File: config.mk
export PLATFORM = sky130hd
export DESIGN_NAME = fpga_cfg_loader_flat
export DESIGN_NICKNAME = d
export VERILOG_FILES = /design/src/rtl/fpga_cfg_loader_if.sv /design/src/rtl/fpga_cfg_loader.sv /design/src/flat_wrapper.sv
export SDC_FILE = /design/constraint.sdc
export NUM_CORES = 1
export LEC_CHECK = 0
export CORE_ASPECT_RATIO = 0.7
export CORE_MARGIN = 10
export CORE_UTILIZATION = 50
export DETAILED_ROUTE_END_ITERATION = 16
export GPL_ROUTABILITY_DRIVEN = 0
export PLACE_DENSITY = 0.78
export SLEW_MARGIN = 40
export SYNTH_ARGS = -nofsm -noshare
export SYNTH_HDL_FRONTEND = slang
export SYNTH_SLANG_ARGS = --single-unit
File: constraint.sdc
create_clock -name clk -period 4.1 [get_ports clk]
set_clock_uncertainty 0.1 [all_clocks]
set_input_delay 0.82 -clock clk [delete_from_list [all_inputs] [get_ports clk]]
set_output_delay 0.82 -clock clk [all_outputs]
set_load 0.01 [all_outputs]
File: src/rtl/fpga_cfg_loader_if.sv
// FTDI 245 synchronous-FIFO receive bus between the USB bridge (master) and the loader (slave).
interface fpga_cfg_loader_if;
  logic [7:0] ftdi_data;
  logic       ftdi_rxf_n;
  logic       ftdi_rd_n;

  modport master (output ftdi_data, output ftdi_rxf_n, input ftdi_rd_n);
  modport slave  (input ftdi_data, input ftdi_rxf_n, output ftdi_rd_n);
endinterface

File: src/rtl/fpga_cfg_loader.sv
// CPLD bootloader: FTDI FIFO -> byte buffer -> FPGA slave-serial/parallel configuration sequencer.
// Optional byte counter port bytes_loaded is enabled by defining BYTE_CNT_EN.
module fpga_cfg_loader #(
  parameter int BUS_W        = 1,
  parameter int FIFO_DEPTH   = 16,
  parameter int CLK_DIV      = 1,
  parameter int PROG_CYCLES  = 32,
  parameter int INIT_TIMEOUT = 4096,
  parameter int STARTUP_CLKS = 64
) (
  input  logic              clk,
  input  logic              rst_n,
  fpga_cfg_loader_if.slave  ftdi,
  input  logic              ftdi_gpio_0,
  input  logic              ftdi_gpio_1,
  output logic              fpga_program_b,
  input  logic              fpga_init_b,
  input  logic              fpga_done,
  output logic              fpga_bl_clk,
  output logic [BUS_W-1:0]  fpga_bl_data,
  output logic              busy,
  output logic              cfg_ok,
  output logic              cfg_err
`ifdef BYTE_CNT_EN
  ,
  output logic [23:0]       bytes_loaded
`endif
);

  localparam int AW     = $clog2(FIFO_DEPTH);
  localparam int CW     = AW + 1;
  localparam int PULSES = 8 / BUS_W;
  localparam int TMAX0  = (PROG_CYCLES > INIT_TIMEOUT) ? PROG_CYCLES : INIT_TIMEOUT;
  localparam int TMAX   = (TMAX0 > STARTUP_CLKS) ? TMAX0 : STARTUP_CLKS;
  localparam int TW     = $clog2(TMAX + 1) + 1;
  localparam int DW     = (CLK_DIV > 1) ? $clog2(CLK_DIV) : 1;

  typedef enum logic [2:0] {
    ST_IDLE      = 3'd0,
    ST_PROG      = 3'd1,
    ST_WAIT_INIT = 3'd2,
    ST_LOAD      = 3'd3,
    ST_STARTUP   = 3'd4,
    ST_DONE      = 3'd5,
    ST_ERROR     = 3'd6
  } state_t;

  state_t          state_r, next_state_s;
  logic            init_meta_r, init_sync_r, done_meta_r, done_sync_r;
  logic [7:0]      mem_r [FIFO_DEPTH];
  logic [AW-1:0]   wr_ptr_r, rd_ptr_r;
  logic [CW-1:0]   count_r, count_nxt_s;
  logic [7:0]      shift_r;
  logic            active_r, bl_clk_r;
  logic [3:0]      pulses_r;
  logic [DW-1:0]   div_r;
  logic [TW-1:0]   timer_r;
  logic            program_b_r, rd_n_r, busy_r, ok_r, err_r;
  logic            program_b_s, rd_n_s, busy_s, ok_s, err_s;
  logic            mode_prog_s, mode_stream_s, in_load_s, stay_load_s;
  logic            tick_s, fall_s, wr_s, word_end_s, pop_s;

  assign mode_prog_s   = ftdi_gpio_1 & ftdi_gpio_0;
  assign mode_stream_s = ftdi_gpio_1 & ~ftdi_gpio_0;
  assign in_load_s     = (state_r == ST_LOAD);
  assign stay_load_s   = in_load_s && (next_state_s == ST_LOAD);
  assign tick_s        = (div_r == DW'(CLK_DIV - 1));
  assign fall_s        = bl_clk_r && tick_s;
  assign wr_s          = in_load_s && !ftdi.ftdi_rxf_n && !rd_n_r;
  assign word_end_s    = active_r && fall_s && (pulses_r == 4'd1);
  // A new word is taken either into an idle shifter or on the falling edge that ends the current one.
  assign pop_s         = in_load_s && (count_r != '0) && (!active_r || word_end_s);

  assign fpga_program_b = program_b_r;
  assign ftdi.ftdi_rd_n = rd_n_r;
  assign fpga_bl_clk    = bl_clk_r;
  assign fpga_bl_data   = shift_r[7 -: BUS_W];
  assign busy           = busy_r;
  assign cfg_ok         = ok_r;
  assign cfg_err        = err_r;

  // Two-flop synchronisers for the FPGA status pins.
  always_ff @(posedge clk or negedge rst_n) begin
    if (!rst_n) begin
      init_meta_r <= 1'b0;
      init_sync_r <= 1'b0;
      done_meta_r <= 1'b0;
      done_sync_r <= 1'b0;
    end else begin
      init_meta_r <= fpga_init_b;
      init_sync_r <= init_meta_r;
      done_meta_r <= fpga_done;
      done_sync_r <= done_meta_r;
    end
  end

  // State register.
  always_ff @(posedge clk or negedge rst_n) begin
    if (!rst_n) begin
      state_r <= ST_IDLE;
    end else begin
      state_r <= next_state_s;
    end
  end

  // Next-state decode; program mode preempts every state.
  always_comb begin
    next_state_s = state_r;
    if (mode_prog_s && (state_r != ST_PROG)) begin
      next_state_s = ST_PROG;
    end else begin
      case (state_r)
        ST_PROG: begin
          if (!mode_prog_s && (timer_r >= TW'(PROG_CYCLES - 1))) next_state_s = ST_WAIT_INIT;
          else next_state_s = ST_PROG;
        end
        ST_WAIT_INIT: begin
          if (init_sync_r) next_state_s = ST_LOAD;
          else if (timer_r >= TW'(INIT_TIMEOUT - 1)) next_state_s = ST_ERROR;
          else next_state_s = ST_WAIT_INIT;
        end
        ST_LOAD: begin
          if (!init_sync_r) next_state_s = ST_ERROR;
          else if (!mode_stream_s && (count_r == '0) && !active_r && !bl_clk_r && !wr_s)
            next_state_s = ST_STARTUP;
          else next_state_s = ST_LOAD;
        end
        ST_STARTUP: begin
          if (!init_sync_r) next_state_s = ST_ERROR;
          else if (timer_r == TW'(STARTUP_CLKS)) next_state_s = done_sync_r ? ST_DONE : ST_ERROR;
          else next_state_s = ST_STARTUP;
        end
        ST_IDLE, ST_DONE, ST_ERROR: next_state_s = state_r;
        default: next_state_s = ST_IDLE;
      endcase
    end
  end

  // Occupancy after this edge; zero whenever the buffer is flushed.
  always_comb begin
    count_nxt_s = '0;
    if (stay_load_s) count_nxt_s = count_r + CW'(wr_s) - CW'(pop_s);
    else count_nxt_s = '0;
  end

  // Output decode from the state being entered, so every output leaves a flop.
  always_comb begin
    program_b_s = 1'b1;
    busy_s      = 1'b0;
    rd_n_s      = 1'b1;
    ok_s        = ok_r;
    err_s       = err_r;
    case (next_state_s)
      ST_PROG: begin
        program_b_s = 1'b0;
        busy_s      = 1'b1;
      end
      ST_WAIT_INIT, ST_STARTUP: busy_s = 1'b1;
      ST_LOAD: begin
        busy_s = 1'b1;
        rd_n_s = !(mode_stream_s && (count_nxt_s < CW'(FIFO_DEPTH)));
      end
      default: busy_s = 1'b0;
    endcase
    if ((next_state_s == ST_PROG) && (state_r != ST_PROG)) begin
      ok_s  = 1'b0;
      err_s = 1'b0;
    end else if ((next_state_s == ST_DONE) && (state_r != ST_DONE)) begin
      ok_s = 1'b1;
    end else if ((next_state_s == ST_ERROR) && (state_r != ST_ERROR)) begin
      err_s = 1'b1;
    end else begin
      ok_s  = ok_r;
      err_s = err_r;
    end
  end

  // Output registers.
  always_ff @(posedge clk or negedge rst_n) begin
    if (!rst_n) begin
      program_b_r <= 1'b1;
      rd_n_r      <= 1'b1;
      busy_r      <= 1'b0;
      ok_r        <= 1'b0;
      err_r       <= 1'b0;
    end else begin
      program_b_r <= program_b_s;
      rd_n_r      <= rd_n_s;
      busy_r      <= busy_s;
      ok_r        <= ok_s;
      err_r       <= err_s;
    end
  end

  // Byte buffer storage.
  always_ff @(posedge clk) begin
    if (wr_s) mem_r[wr_ptr_r] <= ftdi.ftdi_data;
  end

  // Byte buffer pointers and occupancy.
  always_ff @(posedge clk or negedge rst_n) begin
    if (!rst_n) begin
      wr_ptr_r <= '0;
      rd_ptr_r <= '0;
      count_r  <= '0;
    end else if (!stay_load_s) begin
      wr_ptr_r <= '0;
      rd_ptr_r <= '0;
      count_r  <= '0;
    end else begin
      if (wr_s) wr_ptr_r <= wr_ptr_r + 1'b1;
      if (pop_s) rd_ptr_r <= rd_ptr_r + 1'b1;
      count_r <= count_nxt_s;
    end
  end

  // Shifter, configuration clock generator and per-state timer.
  always_ff @(posedge clk or negedge rst_n) begin
    if (!rst_n) begin
      shift_r  <= 8'h00;
      active_r <= 1'b0;
      pulses_r <= 4'd0;
      div_r    <= '0;
      bl_clk_r <= 1'b0;
      timer_r  <= '0;
    end else if (next_state_s != state_r) begin
      shift_r  <= (next_state_s == ST_STARTUP) ? 8'hFF : 8'h00;
      active_r <= 1'b0;
      pulses_r <= 4'd0;
      div_r    <= '0;
      bl_clk_r <= 1'b0;
      timer_r  <= '0;
    end else if (state_r == ST_LOAD) begin
      if (pop_s) begin
        shift_r  <= mem_r[rd_ptr_r];
        active_r <= 1'b1;
        pulses_r <= 4'(PULSES);
        div_r    <= '0;
        bl_clk_r <= 1'b0;
      end else if (active_r && tick_s) begin
        div_r    <= '0;
        bl_clk_r <= !bl_clk_r;
        if (word_end_s) begin
          active_r <= 1'b0;
        end else if (fall_s) begin
          shift_r  <= shift_r << BUS_W;
          pulses_r <= pulses_r - 4'd1;
        end
      end else if (active_r) begin
        div_r <= div_r + 1'b1;
      end else begin
        div_r <= '0;
      end
    end else if (state_r == ST_STARTUP) begin
      if ((timer_r < TW'(STARTUP_CLKS)) && tick_s) begin
        div_r    <= '0;
        bl_clk_r <= !bl_clk_r;
        if (bl_clk_r) timer_r <= timer_r + 1'b1;
      end else if (timer_r < TW'(STARTUP_CLKS)) begin
        div_r <= div_r + 1'b1;
      end
    end else if ((state_r == ST_PROG) || (state_r == ST_WAIT_INIT)) begin
      if (timer_r != '1) timer_r <= timer_r + 1'b1;
    end
  end

`ifdef BYTE_CNT_EN
  logic [23:0] bytes_r;
  assign bytes_loaded = bytes_r;

  // Bytes whose last configuration clock has completed, saturating.
  always_ff @(posedge clk or negedge rst_n) begin
    if (!rst_n) begin
      bytes_r <= 24'd0;
    end else if ((next_state_s == ST_PROG) && (state_r != ST_PROG)) begin
      bytes_r <= 24'd0;
    end else if (stay_load_s && word_end_s && (bytes_r != 24'hFFFFFF)) begin
      bytes_r <= bytes_r + 24'd1;
    end
  end
`endif

endmodule

File: src/flat_wrapper.sv
// flat-port wrapper written by rule: the top's interface ports become plain ports
module fpga_cfg_loader_flat 
#(
  parameter int BUS_W        = 1,
  parameter int FIFO_DEPTH   = 16,
  parameter int CLK_DIV      = 1,
  parameter int PROG_CYCLES  = 32,
  parameter int INIT_TIMEOUT = 4096,
  parameter int STARTUP_CLKS = 64
)
  (clk, rst_n, ftdi_gpio_0, ftdi_gpio_1, fpga_program_b, fpga_init_b, fpga_done, fpga_bl_clk, fpga_bl_data, busy, cfg_ok, cfg_err, ftdi_ftdi_data, ftdi_ftdi_rxf_n, ftdi_ftdi_rd_n);
  fpga_cfg_loader_if ftdi_i ();
  input  logic clk;
  input  logic rst_n;
  input  logic ftdi_gpio_0;
  input  logic ftdi_gpio_1;
  output logic fpga_program_b;
  input  logic fpga_init_b;
  input  logic fpga_done;
  output logic fpga_bl_clk;
  output logic [BUS_W-1:0] fpga_bl_data;
  output logic busy;
  output logic cfg_ok;
  output logic cfg_err;
  input wire logic [$bits(ftdi_i.ftdi_data)-1:0] ftdi_ftdi_data;
  input wire logic [$bits(ftdi_i.ftdi_rxf_n)-1:0] ftdi_ftdi_rxf_n;
  output wire logic [$bits(ftdi_i.ftdi_rd_n)-1:0] ftdi_ftdi_rd_n;
  assign ftdi_i.ftdi_data = ftdi_ftdi_data;
  assign ftdi_i.ftdi_rxf_n = ftdi_ftdi_rxf_n;
  assign ftdi_ftdi_rd_n = ftdi_i.ftdi_rd_n;
  fpga_cfg_loader #(.BUS_W(BUS_W), .FIFO_DEPTH(FIFO_DEPTH), .CLK_DIV(CLK_DIV), .PROG_CYCLES(PROG_CYCLES), .INIT_TIMEOUT(INIT_TIMEOUT), .STARTUP_CLKS(STARTUP_CLKS)) u_core (.clk(clk), .rst_n(rst_n), .ftdi(ftdi_i), .ftdi_gpio_0(ftdi_gpio_0), .ftdi_gpio_1(ftdi_gpio_1), .fpga_program_b(fpga_program_b), .fpga_init_b(fpga_init_b), .fpga_done(fpga_done), .fpga_bl_clk(fpga_bl_clk), .fpga_bl_data(fpga_bl_data), .busy(busy), .cfg_ok(cfg_ok), .cfg_err(cfg_err));
endmodule
# After elaboration in Yosys (flattened, before gate mapping)
# Memory sizes are Yosys's and may differ from the RTL's.
# Cells that the tools add are included.
[op_classes]
eq_ne = 27
addsub = 7
order_cmp = 4
n_bitwise = 4
reduce_logical = 52
mux = 65
[op_table]
columns = ["cell", "n"]
rows = [
  ["$mux 14", 7],
  ["$mux 8", 7],
  ["$mux 4", 10],
  ["$mux 1", 29],
  ["$mux 3", 7],
  ["$reduce_bool 3->1", 7],
  ["$logic_and 1x1->1", 20],
  ["$eq 3x3->1 const B", 6],
  ["$pmux 3 s5", 1],
  ["$add 14x1->14 const B", 1],
  ["$eq 14x7->1 const B", 1],
  ["$ge 14x12->1 const B", 1],
  ["$ge 14x5->1 const B", 1],
  ["$lt 14x7->1 const B", 1],
  ["$ne 14x14->1 const B", 1],
  ["$eq 3x2->1 const B", 4],
  ["$mux 5", 2],
  ["$ne 3x3->1 const B", 3],
  ["$add 4x1->4 const B", 2],
  ["$logic_not 1->1", 8],
  ["$eq 3x1->1 const B", 2],
  ["$ne 2x2->1 const B", 3],
  ["$ne 3x1->1 const B", 2],
  ["$reduce_and 3->1", 2],
  ["other kinds (24)", 31],
]
[totals]
word_cells = 179
ff_bits = 54
output_inout_bits = 7
n_memories = 1
ram_bits = 128
inputBits = 15
[mem_list]
columns = ["name", "depth", "word_bits", "rd", "rd_ports_with_merged_regs", "wr", "line_no", "source"]
rows = [
  ["u_core.mem_r", 16, 8, 1, 0, 1, "fpga_cfg_loader.sv:50", "logic [7:0] mem_r [FIFO_DEPTH];"],
]

# Depth between registers and ports, before layout
# Gate-level depths: netlist (run 1).
[logic_depth]
word_depth = 18
ltp_mapped = 16
mapped_depth_nobuf = 15

# Worst setup path after synthesis (run 1)
# No wires, ideal clock.
[synth_path]
path_type = "reg-to-reg"
startpoint = "reg u_core.count_r[3]"
endpoint = "reg u_core.rd_n_r (netlist: u_core.ftdi.ftdi_rd_n)"
path_buffers = 1
synth_period_minus_slack_ns = 3.069
setup_time_ns = 0.091
t_arrival_ns = 2.877
path_stages_with_launch = 17
t_required_ns = 3.909
setup_slack_ns = 1.031
path_cell_list = "dfrtp_1 inv_1 ha_1 or4b_4 nand2_1 a21o_1 inv_1 buf_6 ha_1 inv_1 ha_1 fa_1 a21oi_1 nor2_1 nor2_1 xnor2_1 o211ai_1"
[synth_between]
elab_chain_len = 16
elab_cells_between_ends = 21
cone_classes = "add/sub (2); order compare (1); eq/ne (1); mux (6); reduce/logical (11)"
[synth_rtl]
columns = ["item", "line_no", "source"]
rows = [
  ["start, declared", "fpga_cfg_loader.sv:52", "logic [CW-1:0] count_r, count_nxt_s;"],
  ["start signal, assigned", "fpga_cfg_loader.sv:213", "count_r <= count_nxt_s;"],
  ["$logic_not 5->1", "fpga_cfg_loader.sv:124", "else if (!mode_stream_s && (count_r == '0) && !active_r && !bl_clk_r && !wr_s)"],
  ["$logic_and 1x1->1 (4 in series)", "fpga_cfg_loader.sv:124", ""],
  ["$mux 3", "fpga_cfg_loader.sv:124", ""],
  ["$mux 3", "fpga_cfg_loader.sv:123", "if (!init_sync_r) next_state_s = ST_ERROR;"],
  ["$pmux 3 s5", "fpga_cfg_loader.sv:112", "case (state_r)"],
  ["$mux 3", "fpga_cfg_loader.sv:109", "if (mode_prog_s && (state_r != ST_PROG)) begin"],
  ["$eq 3x2->1", "fpga_cfg_loader.sv:66, fpga_cfg_loader.sv:153", ""],
  ["$logic_and 1x1->1", "fpga_cfg_loader.sv:66", "assign stay_load_s = in_load_s && (next_state_s == ST_LOAD);"],
  ["$mux 5", "fpga_cfg_loader.sv:142", "if (stay_load_s) count_nxt_s = count_r + CW'(wr_s) - CW'(pop_s);"],
  ["$lt 5x5->1", "fpga_cfg_loader.sv:161", "rd_n_s = !(mode_stream_s && (count_nxt_s < CW'(FIFO_DEPTH)));"],
  ["$logic_and 1x1->1", "fpga_cfg_loader.sv:161", ""],
  ["$logic_not 1->1", "fpga_cfg_loader.sv:161", ""],
  ["$mux 1 (*)", "fpga_cfg_loader.sv:153", "case (next_state_s)"],
  ["named net u_core.rd_n_s", "fpga_cfg_loader.sv:59", "logic program_b_s, rd_n_s, busy_s, ok_s, err_s;"],
  ["end signal, assigned", "fpga_cfg_loader.sv:188", "rd_n_r <= rd_n_s;"],
  ["end, declared", "fpga_cfg_loader.sv:58", "logic program_b_r, rd_n_r, busy_r, ok_r, err_r;"],
]
# The timed path passes the listed nets; every way through them passes the cells marked *.
# A chain may end at the register's enable or synchronous reset.

# Final worst setup path (run 1)
[layout_path]
startpoint = "reg u_core.count_r[2]"
endpoint = "reg u_core.rd_n_r (netlist: u_core.ftdi.ftdi_rd_n)"
# Same word-level chain as after synthesis.

==> results of run 1 <==
## cells in the mapped netlist, types with 9 or more instances
cell type and n:
sky130_fd_sc_hd__xor2_1 11, sky130_fd_sc_hd__dfrtp_1 52, sky130_fd_sc_hd__mux2i_1 30, sky130_fd_sc_hd__mux4_2 16, sky130_fd_sc_hd__a21oi_1 12, sky130_fd_sc_hd__nand2_1 34
sky130_fd_sc_hd__and2_1 9, sky130_fd_sc_hd__a221oi_1 14, sky130_fd_sc_hd__o211ai_1 10, sky130_fd_sc_hd__xnor2_1 15, sky130_fd_sc_hd__edfxtp_1 128, sky130_fd_sc_hd__nand3_1 18
sky130_fd_sc_hd__nor2_1 51, sky130_fd_sc_hd__o21ai_0 12, sky130_fd_sc_hd__a31oi_1 10, sky130_fd_sc_hd__clkbuf_1 11, sky130_fd_sc_hd__inv_1 21, sky130_fd_sc_hd__ha_1 15
## flip-flops by register name, indices dropped and copies added, names as in the netlist
name,count
u_core.fpga_bl_clk,1
u_core.rd_ptr_r,4
u_core.div_r,1
u_core.wr_ptr_r,4
u_core.timer_r,14
u_core.state_r,3
u_core.active_r,1
u_core.done_sync_r,1
u_core.fpga_program_b,1
u_core.ftdi.ftdi_rd_n,1
u_core.pulses_r,4
u_core.busy,1
u_core.init_meta_r,1
u_core.done_meta_r,1
u_core.mem_r,128
u_core.init_sync_r,1
u_core.count_r,5
u_core.cfg_err,1
u_core.shift_r,8
u_core.cfg_ok,1
## critical path, delay by kind of cell (launching register included)
| family | cells | cell delay [ns] |
|---|---|---|
| AO/OA/AOI/OAI | 3 | 0.53 |
| XOR/XNOR | 1 | 0.21 |
| adder cells (fa/ha/maj) | 4 | 1.03 |
| buffers and inverters | 3 | 0.23 |
| flip-flops | 1 | 0.39 |
| AND/OR/NAND/NOR | 4 | 0.79 |
## area by class of cell
type,instances,share of cell area (%)
repair buffers,32,3.32
flip-flops and latches,182,57.0
clock inverters,14,1.81
well taps,200,2.74
multi-input cells,345,29.5
clock buffers,17,4.66
inverters,23,0.946
## report_power, final
group / leakage [nW] / switching (mW) / internal (mW)
clock: 0.291 / 0.711 / 0.916
combinational: 0.989 / 0.454 / 0.287
sequential: 1.86 / 0.0981 / 2.06
## layer usage
metal,vias to the layer above,global-route usage [%],wire length [um]
met4,0,5.76,257
met1,2445,22.6,7620
met2,208,24.1,7860
met3,21,3.87,1200
li1,2237,-,-
met5,-,0,0
## cell families (layout without fill, tap and decap cells)
| group | Yosys count | in the layout | synth area share [%] |
|---|---|---|---|
| adders and majority gates | 16 | 16 | 2.56 |
| DFF | 182 | 182 | 64.2 |
| buffers and inverters | 46 | 86 | 2.73 |
| muxes | 50 | 50 | 8.71 |
| AOI/OAI and AO/OA | 86 | 86 | 7.85 |
| xor gates and xnor gates | 27 | 27 | 3.15 |
| and+or+nand+nor | 166 | 166 | 10.8 |
## path summary, 6_finish.rpt
check / startpoint / endpoint / slack, ns / depth (start not counted)
max: u_core.count_r[2]$_DFF_PN0_ / u_core.ftdi.ftdi_rd_n$_DFF_PN1_ / 0.73 / 15
min: rst_n / u_core.timer_r[6]$_DFFE_PN0P_ / 0.24 / 1
max reg2reg: u_core.count_r[2]$_DFF_PN0_ / u_core.ftdi.ftdi_rd_n$_DFF_PN1_ / 0.73 / 15
min reg2reg: u_core.done_meta_r$_DFF_PN0_ / u_core.done_sync_r$_DFF_PN0_ / 0.25 / 0
max in group asynchronous: rst_n / u_core.rd_ptr_r[0]$_DFFE_PN0P_ / 3.01 / 2
min in group clk: u_core.done_meta_r$_DFF_PN0_ / u_core.done_sync_r$_DFF_PN0_ / 0.25 / 0
==> impl_metrics.toml, run 1 <==
[synth]
postSynthRegisterBits = 182
post_syn_nets = 604
yosys-top-cells-area = "sky130_fd_sc_hd__edfxtp_1 47%, sky130_fd_sc_hd__dfrtp_1 16%, sky130_fd_sc_hd__mux4_2 4.4%"
async_flop_share_pct = 29.7
area_leader_netlist = "sky130_fd_sc_hd__edfxtp_1"
yosys_warnings = 0
number_of_enable_type_register_cells_in_the_synthesized_netlist = 128
syn_area_per_cell_sq_um = 14.1
post-synth-top-area-fraction_pct = 47.4
synthDistinctLibCells = 71
synth_top_flop_cell = "sky130_fd_sc_hd__edfxtp_1"
post_synth_inst_count = 573
yosysSeqAreaShare_pct = 64.2
synthesis.area_sq_um = 8100

[timing]
report.final.slew_viol_count = 0
final-hold-violation-count = 0
fin_crit_sh_pct = 82.2
timing.hold.ws_ns = 0.237
setup_viol_count_final = 0
post-route-min-period_ns = 3.37
normalized_max_slew_margin_pct = 46.4
setup_ws_ns = 0.731
clock.fmax_mhz = 297
fin_setup_tns_ns = 0
timing_worst_slew_pin_value_ns = 0.797
rsz0062_at_grt = "no"

[clock_tree]
tritoncts = "yes"
insertion_delay_ns = 0.43
post_cts_resize_count = 0
post_cts_buffers = 0
htree_num_levels = 4
hold_fix_buffer_count_after_cts = 0
cts.path.max_buffers = 2
clock_root_cell = "sky130_fd_sc_hd__clkbuf_16"
path_clk_slew_ns = 0.07
tritoncts_num_sinks = 182
cts_buffers = 17

[route]
drtPass1Iterations = 4
drc = 0
detail_route.wirelength_um = 16900
drt-initial-drc-count = 541
route.vias.total = 4911
vias_per_cell = 6.04
route.detailed.wl_per_inst_um = 20.8
antenna_violating_nets_post_route = 0

[cells_and_area]
layout_commonest_cell = "sky130_fd_sc_hd__edfxtp_1"
layout.cells.non_filler = 813
flow.area_growth_from_synthesis_pct = 12.6
antenna-diode-count = 0
multi_input_comb_area_sq_um = 2690
post-route-util_pct = 58.1
final.fill_count = 1204
final_nets = 632
drive_gt1_share_pct = 13.4
finish.instance_area_sq_um = 9120
layout_common_cells = "128 x sky130_fd_sc_hd__edfxtp_1, 51 x sky130_fd_sc_hd__nor2_1, 51 x sky130_fd_sc_hd__dfrtp_1"
seq_area_sq_um = 5200

[floorplanning]
fp.dieH_um = 127
die_w_um = 172
floorplan.io_pins = 22
initial_utilization_pct = 51.6
design.core.area_sq_um = 15700
die_area_sq_um = 21800
core.rowCount = 38

[global_route]
grt_pass1_vias = 4923
pin_count_of_the_biggest_net_entering_global_routing = 35
globalRouteOverflowTotal = 0
grt_pass1_wl_um = 27200
grt_antenna_before_repair = 0
grt_util_all_layers_pct = 16.2

[power_and_ir_drop]
power.density_nw_per_um2 = 497
power_leakage_nw = 3.14
p_total_mw = 4.53
ir_drop_mv = 0.400

[placed_design]
placed_cell_area_sq_um = 8520
placed_cells_incl_taps = 782
portBuffers = 21
dp_slack_ns = 0.511
hpwl_um = 11300

[critical_path]
worst-setup-path-type = "reg -> reg"
crit_path_end_kind = "register"
timing.critical_path.from_type = "register"
worst_ep_required_time_ns = 4.34
slowest_delay_ns = 0.51
worstPathMaxFanout = 4
crit_path_cell_trace = "inv_1, ha_1, or4b_4, nand2_1, a21o_1, inv_1, ha_1, inv_1, ha_1, fa_1, a21oi_1, nor2_1, nor2_1, xnor2_1, o211ai_1"
cpMaxStageDelayCell = "sky130_fd_sc_hd__or4b_4"
worst_ep_arrival_time_ns = 3.61

[min_path]
holdCritPathClass = "in -> async"

[outcome]
status = "finished clean"

[flow_run]
cap_viol_max_count = 0
Power figures use the tool's default switching activity.
==> inputs of run 2 (changes only) <==
- PLACE_DENSITY: 0.78 -> 0.8
- clock period: 4.1 -> 2.9 ns (I/O delays scaled with it)
==> impl_metrics.toml, run 2 (synthesis results as in run 1) <==
[outcome]
status = "finished, violations left"
failed_checks = "negative hold slack, negative setup slack"

[global_route]
pin_count_of_the_biggest_net_entering_global_routing = 52
global_route.usage.met2_pct = 26.1
grtUsageMet3_pct = 4.28
grt_util_all_layers_pct = 17.1
globalRouteOverflowTotal = 0
grt_antenna_before_repair = 0
grt_util_met1_pct = 23.7
busiest_layer = "met2"
grt_pass1_vias = 5198
grt_pass1_wl_um = 28700

[placed_design]
dp_slack_ns = -0.253
portBuffers = 21
hpwl_um = 12200

[critical_path]
crit_top_cell = "sky130_fd_sc_hd__or4b_4"
worstPathMaxFanout = 14
reg2reg_to = "u_core.timer_r[3]$_DFFE_PN0P_"
slowest_delay_ns = 0.49
crit_path_cell_trace = "inv_2, ha_4, or4b_4, buf_4, or4b_4, and3_4, o31ai_4, o21bai_2, or2_4, buf_12, nor2_2"
r2r_setup_slack_ns = -0.14
regToRegStartpoint = "u_core.count_r[3]$_DFF_PN0_"
crit_path_end_kind = "register"
reg2reg_depth = 11
worst_ep_required_time_ns = 3.14
cpMaxStageDelayCell = "sky130_fd_sc_hd__or4b_4"
worst_ep_arrival_time_ns = 3.29
timing.critical_path.from_type = "register"
worst-setup-path-type = "reg -> reg"

[power_and_ir_drop]
ir_drop_mv = 0.405
power_leakage_nw = 3.44
power.density_nw_per_um2 = 693

[route]
drc = 0
drtPass1Iterations = 5
drt-initial-drc-count = 729
antenna_violating_nets_post_route = 0
detail_route.wirelength_um = 18500
route.vias.total = 5290
vias_per_cell = 6.09
route.detailed.wl_per_inst_um = 21.3

[cells_and_area]
drive_gt1_share_pct = 26.0
layout_common_cells = "128 x sky130_fd_sc_hd__edfxtp_1, 58 x sky130_fd_sc_hd__buf_4, 51 x sky130_fd_sc_hd__dfrtp_1"
largest_register_by_flop_count = "u_core.mem_r"
final.fill_count = 1120
antenna-diode-count = 0
flow.area_growth_from_synthesis_pct = 20.7
final_nets = 688
reg.largest.list = "u_core.mem_r: 128 flops, u_core.timer_r: 14 flops, u_core.shift_r: 8 flops"
post-route-util_pct = 62.3
layout_commonest_cell = "sky130_fd_sc_hd__edfxtp_1"
flip_flop_count_of_the_largest_register_after_layout = 128

[timing]
rsz0062_at_grt = "yes"
final-hold-violation-count = 4
timing_worst_slew_pin_value_ns = 0.725
clock.fmax_mhz = 329
setup_viol_count_final = 29
fin_crit_sh_pct = 105
normalized_max_slew_margin_pct = 51.7
report.final.slew_viol_count = 0
timing.hold.ws_ns = -0.00274
post-route-min-period_ns = 3.04
setup_ws_ns = -0.142

[min_path]
holdCritPathClass = "in -> async"

[clock_tree]
cts_buffers = 17
cts.path.max_buffers = 2
clock_root_cell = "sky130_fd_sc_hd__clkbuf_16"
tritoncts_num_sinks = 182
path_clk_slew_ns = 0.06
htree_num_levels = 4
insertion_delay_ns = 0.42
tritoncts = "yes"
hold_fix_buffer_count_after_cts = 0

[flow_run]
cap_viol_max_count = 0

[floorplanning]
initial_utilization_pct = 51.6
die_area_sq_um = 21800
floorplan.io_pins = 22
die_w_um = 172
fp.dieH_um = 127
design.core.area_sq_um = 15700
core.rowCount = 38
==> run 2: final cells by class <==
type | count | area [sq um] | share of cell area [%]
sequential | 182 | 5200 | 53.2
multi-input combinational | 345 | 2870 | 29.3
timing repair buffer | 88 | 810 | 8.28
clock buffer | 17 | 425 | 4.35
tap | 200 | 250 | 2.56
clock inverter | 14 | 136 | 1.39
inverter | 23 | 88.8 | 0.909
==> run 2: timing repair <==
item                       4_1_cts  5_1_grt
setup endpoints to repair       41       44
resized for setup               19       25
pin swaps                       22        7
cloned                           0        0
setup buffers                    5        6
==> run 2: metrics by stage <==
step / instance area, sq um / total power [mW] / setup TNS [ns] / std cells
2_1_floorplan: 8130 / 3.88 / -0.148 / 573
3_3_place_gp: 8960 / 4.32 / -4.27 / 828
3_5_place_dp: 8960 / 4.39 / -7.59 / 828
4_1_cts: 9640 / 6.68 / -0.376 / 864
5_1_grt: 9780 / 7.03 / -5.87 / 869
6_report: 9780 / 6.77 / -2.34 / 869
==> run 2: how the worst max path moves through the flow <==
stage,end,cells after the start,startpoint
2_1_floorplan,u_core.ftdi.ftdi_rd_n$_DFF_PN1_,16,u_core.count_r[3]$_DFF_PN0_
3_3_place_gp,u_core.pulses_r[3]$_DFFE_PN0P_,8,ftdi_gpio_0
3_5_place_dp,u_core.timer_r[3]$_DFFE_PN0P_,10,ftdi_gpio_0
4_1_cts,u_core.ftdi.ftdi_rd_n$_DFF_PN1_,15,u_core.count_r[3]$_DFF_PN0_
5_1_grt,u_core.ftdi.ftdi_rd_n$_DFF_PN1_,15,u_core.count_r[3]$_DFF_PN0_
6_report,u_core.timer_r[3]$_DFFE_PN0P_,11,u_core.count_r[3]$_DFF_PN0_
==> run 2: layer usage <==
| layer | up-vias | part of all wire (%) |
|---|---|---|
| li1 | 2354 | - |
| met3 | 28 | 8.1 |
| met2 | 245 | 47 |
| met1 | 2663 | 43 |
| met4 | 0 | 1.5 |
| met5 | - | 0 |
==> run 2: power by group <==
| part | internal [mW] | switching (mW) | total (mW) | leakage [nW] |
|---|---|---|---|---|
| logic | 0.688 | 0.880 | 1.57 | 1.31 |
| clock network | 1.26 | 0.949 | 2.20 | 0.269 |
| registers | 2.92 | 0.0807 | 3.00 | 1.86 |
| total | 4.86 | 1.91 | 6.77 | 3.44 |
==> run 2: critical path: cells and delay by family (launching register included) <==
family / cells / cell delay, ns
simple gates: 5 / 1.57
buf+inv: 3 / 0.41
flops: 1 / 0.39
compound gates: 2 / 0.37
fa+ha+maj: 1 / 0.13
==> RTL edit 1: new RTL, config.mk and constraints of run 1 <==
`PROG_CYCLES` is set to 32 in 2 places; all go to 64.
--- a/src/rtl/fpga_cfg_loader.sv
+++ b/src/rtl/fpga_cfg_loader.sv
@@ -6,3 +6,3 @@
   parameter int CLK_DIV      = 1,
-  parameter int PROG_CYCLES  = 32,
+  parameter int PROG_CYCLES  = 64,
   parameter int INIT_TIMEOUT = 4096,
--- a/src/flat_wrapper.sv
+++ b/src/flat_wrapper.sv
@@ -6,3 +6,3 @@
   parameter int CLK_DIV      = 1,
-  parameter int PROG_CYCLES  = 32,
+  parameter int PROG_CYCLES  = 64,
   parameter int INIT_TIMEOUT = 4096,
Function: no difference found for any inputs over 10 cycles, from zero or initial values and one cycle with rst_n low; that may be too few to reach the edited logic, so the function may still have changed.
==> RTL edit 1 against run 1 <==
- final area is 1.9% higher
- synthesized area is 1.8% higher
- total power is 4.2% higher
- routed wire length is 7.6% higher
- worst setup slack worse by 0.25 ns
- maximum frequency is 6.9% lower
- synthesized cell count is 4.2% higher
- sequential cell count stayed put
- sequential share of layout area is 1.0 points lower
- global-route usage is 0.69 points higher
- critical path type unchanged
==> RTL edit 1: results <==
group,metric,value,unit
global_route,antenna_found_initial,0,
critical_path,path_class,"flip-flop to flip-flop",
critical_path,slowest_stage,"or4b_1",
sta,tightest_slew,0.804,ns
cts,cts_buffers,17,
cts,clk_pin_slew,0.07,ns
critical_path,crit_arrival,3.87,ns
critical_path,critPathCapture,"u_core.ftdi.ftdi_rd_n",
pwr,ir_drop,0.000312,V
detailed_routing,drt_first_pass_iters,5,
cts,cts.htree.levels,4,
critical_path,crit_family,"simple AND/OR/NAND/NOR gates",
hold_path,hold_class,"primary input to asynchronous set/reset pin",
cts,clock_latency,0.44,ns
detailed_routing,drt_iter0_drc,635,
synth,yosysSeqAreaShare,63.0,%
cts,cts-resized-gates,0,
synth,yosys-top-cells-count,"edfxtp_1 (128), dfrtp_1 (52), nor2_1 (47)",
global_route,grt_max_degree,35,
synth,ys_top_cells_by_area,"edfxtp_1 (47%), dfrtp_1 (16%), mux4_2 (4.4%), mux2i_1 (3.8%), ha_1 (2.3%)",
pwr,p_leak,3.19,nW
critical_path,r2r_setup_slack,0.48,ns
cells_and_area,layout-drive-gt1-share,13.0,%
detailed_routing,routedLengthMet1,8130,um
detailed_routing,top_layer,"met4",
global_route,grt_pass1_vias,5291,
synth,async_flop_share,29.7,%
detailed_routing,route.met2.wl,8550,um
sta,max_freq,276,MHz
detailed_routing,wl_per_cell,21.2,um
status,outcome,"complete, no violations",
synth,synth.distinct_cells,68,
global_route,grt_usage,16.9,%
detailed_routing,routed_via_density,6.11,
synth,synth_edf_count,128,
place,dpl.hpwl,12100,um
critical_path,path_max_fanout,12,
cts,postCtsSetupRepairBufs,0,
critical_path,critical_path.max_stage_delay,0.59,ns
synth,synthesis.nets,628,
cells_and_area,antenna_cells,0,
critical_path,r2r_cells,15,
critical_path,reg2reg_from,"u_core.count_r[2]",
detailed_routing,wl_met3,1180,um
place,portBuffers,21,
cts,cts-root-buf,"clkbuf_16",
global_route,grt_first_pass_wirelength,29100,um
cts,clock_path_buffers,2,
cells_and_area,layout.nets,651,
## RTL edit 1: changes by cell type after synthesis, moves of 7 or more
cell	change
o211ai_1	-7
nand2_1	-12
a211oi_1	+7
o32a_1	+7
a21oi_1	+9
o21ai_0	-7
o21a_1	+8
xor2_1	-7
clkbuf_1	+13
nand3_1	-7
## RTL edit 1: cell families (layout without fill, tap and decap cells)
| family | Yosys count | count (layout) | synth area share (%) |
|---|---|---|---|
| DFF | 182 | 182 | 63.0 |
| and+or+nand+nor | 151 | 151 | 9.71 |
| AOI/OAI and AO/OA | 114 | 114 | 10.8 |
| buffers and inverters | 60 | 96 | 2.88 |
| muxes | 50 | 50 | 8.57 |
| xor gates and xnor gates | 24 | 24 | 2.55 |
| adders and majority gates | 16 | 16 | 2.52 |
## RTL edit 1: power breakdown
group / total, mW / switching (mW) / leakage, nW / internal, mW
sequential: 2.12 / 0.0523 / 1.86 / 2.07
combinational: 1.01 / 0.601 / 1.06 / 0.405
clock: 1.59 / 0.733 / 0.268 / 0.858
total: 4.72 / 1.39 / 3.19 / 3.33
## RTL edit 1: through the flow
| stage | util, % | setup WS (ns) | cell area [um^2] | cells | hold slack, ns |
|---|---|---|---|---|---|
| 4_1_cts | 57.1 | 0.488 | 9280 | 857 | 0.255 |
| 5_1_grt | 57.2 | 0.248 | 9290 | 858 | 0.258 |
| 3_5_place_dp | 53.6 | 0.505 | 8720 | 825 | 0.240 |
| 6_report | 57.2 | 0.483 | 9290 | 858 | 0.229 |
| 2_1_floorplan | - | 0.776 | 8250 | 597 | 0.231 |
| 3_3_place_gp | 53.6 | 0.628 | 8720 | 825 | 0.234 |
## RTL edit 1: how the worst min path moves through the flow
stage	from	depth (start not counted)	slack [ns]	endpoint
floorplan	u_core.done_meta_r	0	0.23	u_core.done_sync_r
global placement	u_core.init_meta_r	0	0.23	u_core.init_sync_r
detailed placement	u_core.init_meta_r	0	0.24	u_core.init_sync_r
CTS	u_core.init_meta_r	0	0.25	u_core.init_sync_r
global route	rst_n	1	0.26	u_core.timer_r[7]
finish	rst_n	1	0.23	u_core.timer_r[7]
## RTL edit 1: per-layer routing
layer  vias up  track usage (%)
met5         -                0
met4         0             6.72
met3        27             3.47
met2       209             26.1
met1      2671             23.0
li1       2335                -
## RTL edit 1: final cells by class
| class | instances | area, um^2 |
|---|---|---|
| sequential | 182 | 5200 |
| multi-input combinational | 355 | 2810 |
| tap | 225 | 282 |
| clock buffer | 20 | 437 |
| timing repair buffer | 38 | 333 |
| inverter | 26 | 97.6 |
| clock inverter | 12 | 130 |
| fill | 1269 | 6960 |
==> RTL edit 2: new RTL, config.mk and constraints of run 1 <==
Without the edit above. The 7 states of `state_t` get a one-hot encoding in 7 bits.
--- a/src/rtl/fpga_cfg_loader.sv
+++ b/src/rtl/fpga_cfg_loader.sv
@@ -37,10 +37,10 @@
 
-  typedef enum logic [2:0] {
-    ST_IDLE      = 3'd0,
-    ST_PROG      = 3'd1,
-    ST_WAIT_INIT = 3'd2,
-    ST_LOAD      = 3'd3,
-    ST_STARTUP   = 3'd4,
-    ST_DONE      = 3'd5,
-    ST_ERROR     = 3'd6
+  typedef enum logic [6:0] {
+    ST_IDLE      = 7'b0000001,
+    ST_PROG      = 7'b0000010,
+    ST_WAIT_INIT = 7'b0000100,
+    ST_LOAD      = 7'b0001000,
+    ST_STARTUP   = 7'b0010000,
+    ST_DONE      = 7'b0100000,
+    ST_ERROR     = 7'b1000000
   } state_t;
Behaviour: same outputs for any inputs over 10 cycles, from zero or initial values and one cycle with rst_n low; not proved beyond that.
==> RTL edit 2 against run 1 <==
- final area is 3.5% higher
- core utilization down 0.73 points
- via count up 5.8%
- synthesized area increased by 4.3%
- synthesized cell count is 4.5% higher
- sequential cell count up 4
- routed wire length rose by 6.9%
- worst setup slack got worse by 0.049 ns
- critical endpoint unchanged
Power is not compared: it rests on default switching activity, and its combinational part moved more than twofold at a synthesized area within 25%.
==> RTL edit 2: results <==
group,metric,value,unit
cells_and_area,n_all_buffers,29,
global_route,grt_first_pass_wirelength,28900,um
detailed_routing,drt_iter0_drc,672,
synth,async_flop_share,31.2,%
cells_and_area,nMultiInputCombCells,365,
global_route,grt_max_degree,45,
critical_path,crit_arrival,3.67,ns
critical_path,path_max_fanout,16,
global_route,grt_use_met2,24.5,%
cells_and_area,layout.nets,654,
detailed_routing,routedLengthMet1,8260,um
place,dpl.cell_count,829,
cells_and_area,nClkBuffers,18,
synth,yosys.area.top_type_share,45.5,%
synth,synth_area_per_cell,14.1,um^2
synth,yosys-top-cells-count,"edfxtp_1 (128), dfrtp_1 (55), nor2_1 (51)",
cells_and_area,clock_area_share,6.14,%
synth,synth.distinct_cells,77,
global_route,use_met3,5.20,%
cells_and_area,n_fill_cell,1283,
status,outcome,"complete, no violations",
place,dpl-instance-area,8860,um^2
global_route,grt_usage,16.6,%
synth,synthesis.nets,630,
detailed_routing,wl_per_cell,21.0,um
synth,synth_xor_area_share,2.80,%
floorplanning,placementRows,39,
detailed_routing,routed_wl,18100,um
critical_path,slowest_stage,"dfrtp_1",
global_route,grt_pass1_vias,5168,
[RTL edit 2: changes by cell type in the layout (fill, tap and decap cells not counted), sizes merged, moves of 6 or more]
cell,before,now
o211ai,10,4
and2,10,22
nand3,19,13
a221oi,14,6
a21oi,12,27
mux2i,30,15
mux4,16,23
or3,0,8
[RTL edit 2: worst max-delay path by stage]
stage	startpoint	end	slack, ns	cells past startpoint
detailed placement	ftdi_ftdi_rxf_n	u_core.shift_r[0]	0.53	8
CTS	u_core.state_r[4]	u_core.ftdi.ftdi_rd_n	0.66	14
global placement	ftdi_gpio_1	u_core.shift_r[0]	0.63	8
global route	u_core.state_r[4]	u_core.ftdi.ftdi_rd_n	0.31	14
finish	u_core.state_r[4]	u_core.ftdi.ftdi_rd_n	0.68	14
floorplan	u_core.state_r[0]	u_core.ftdi.ftdi_rd_n	0.69	15
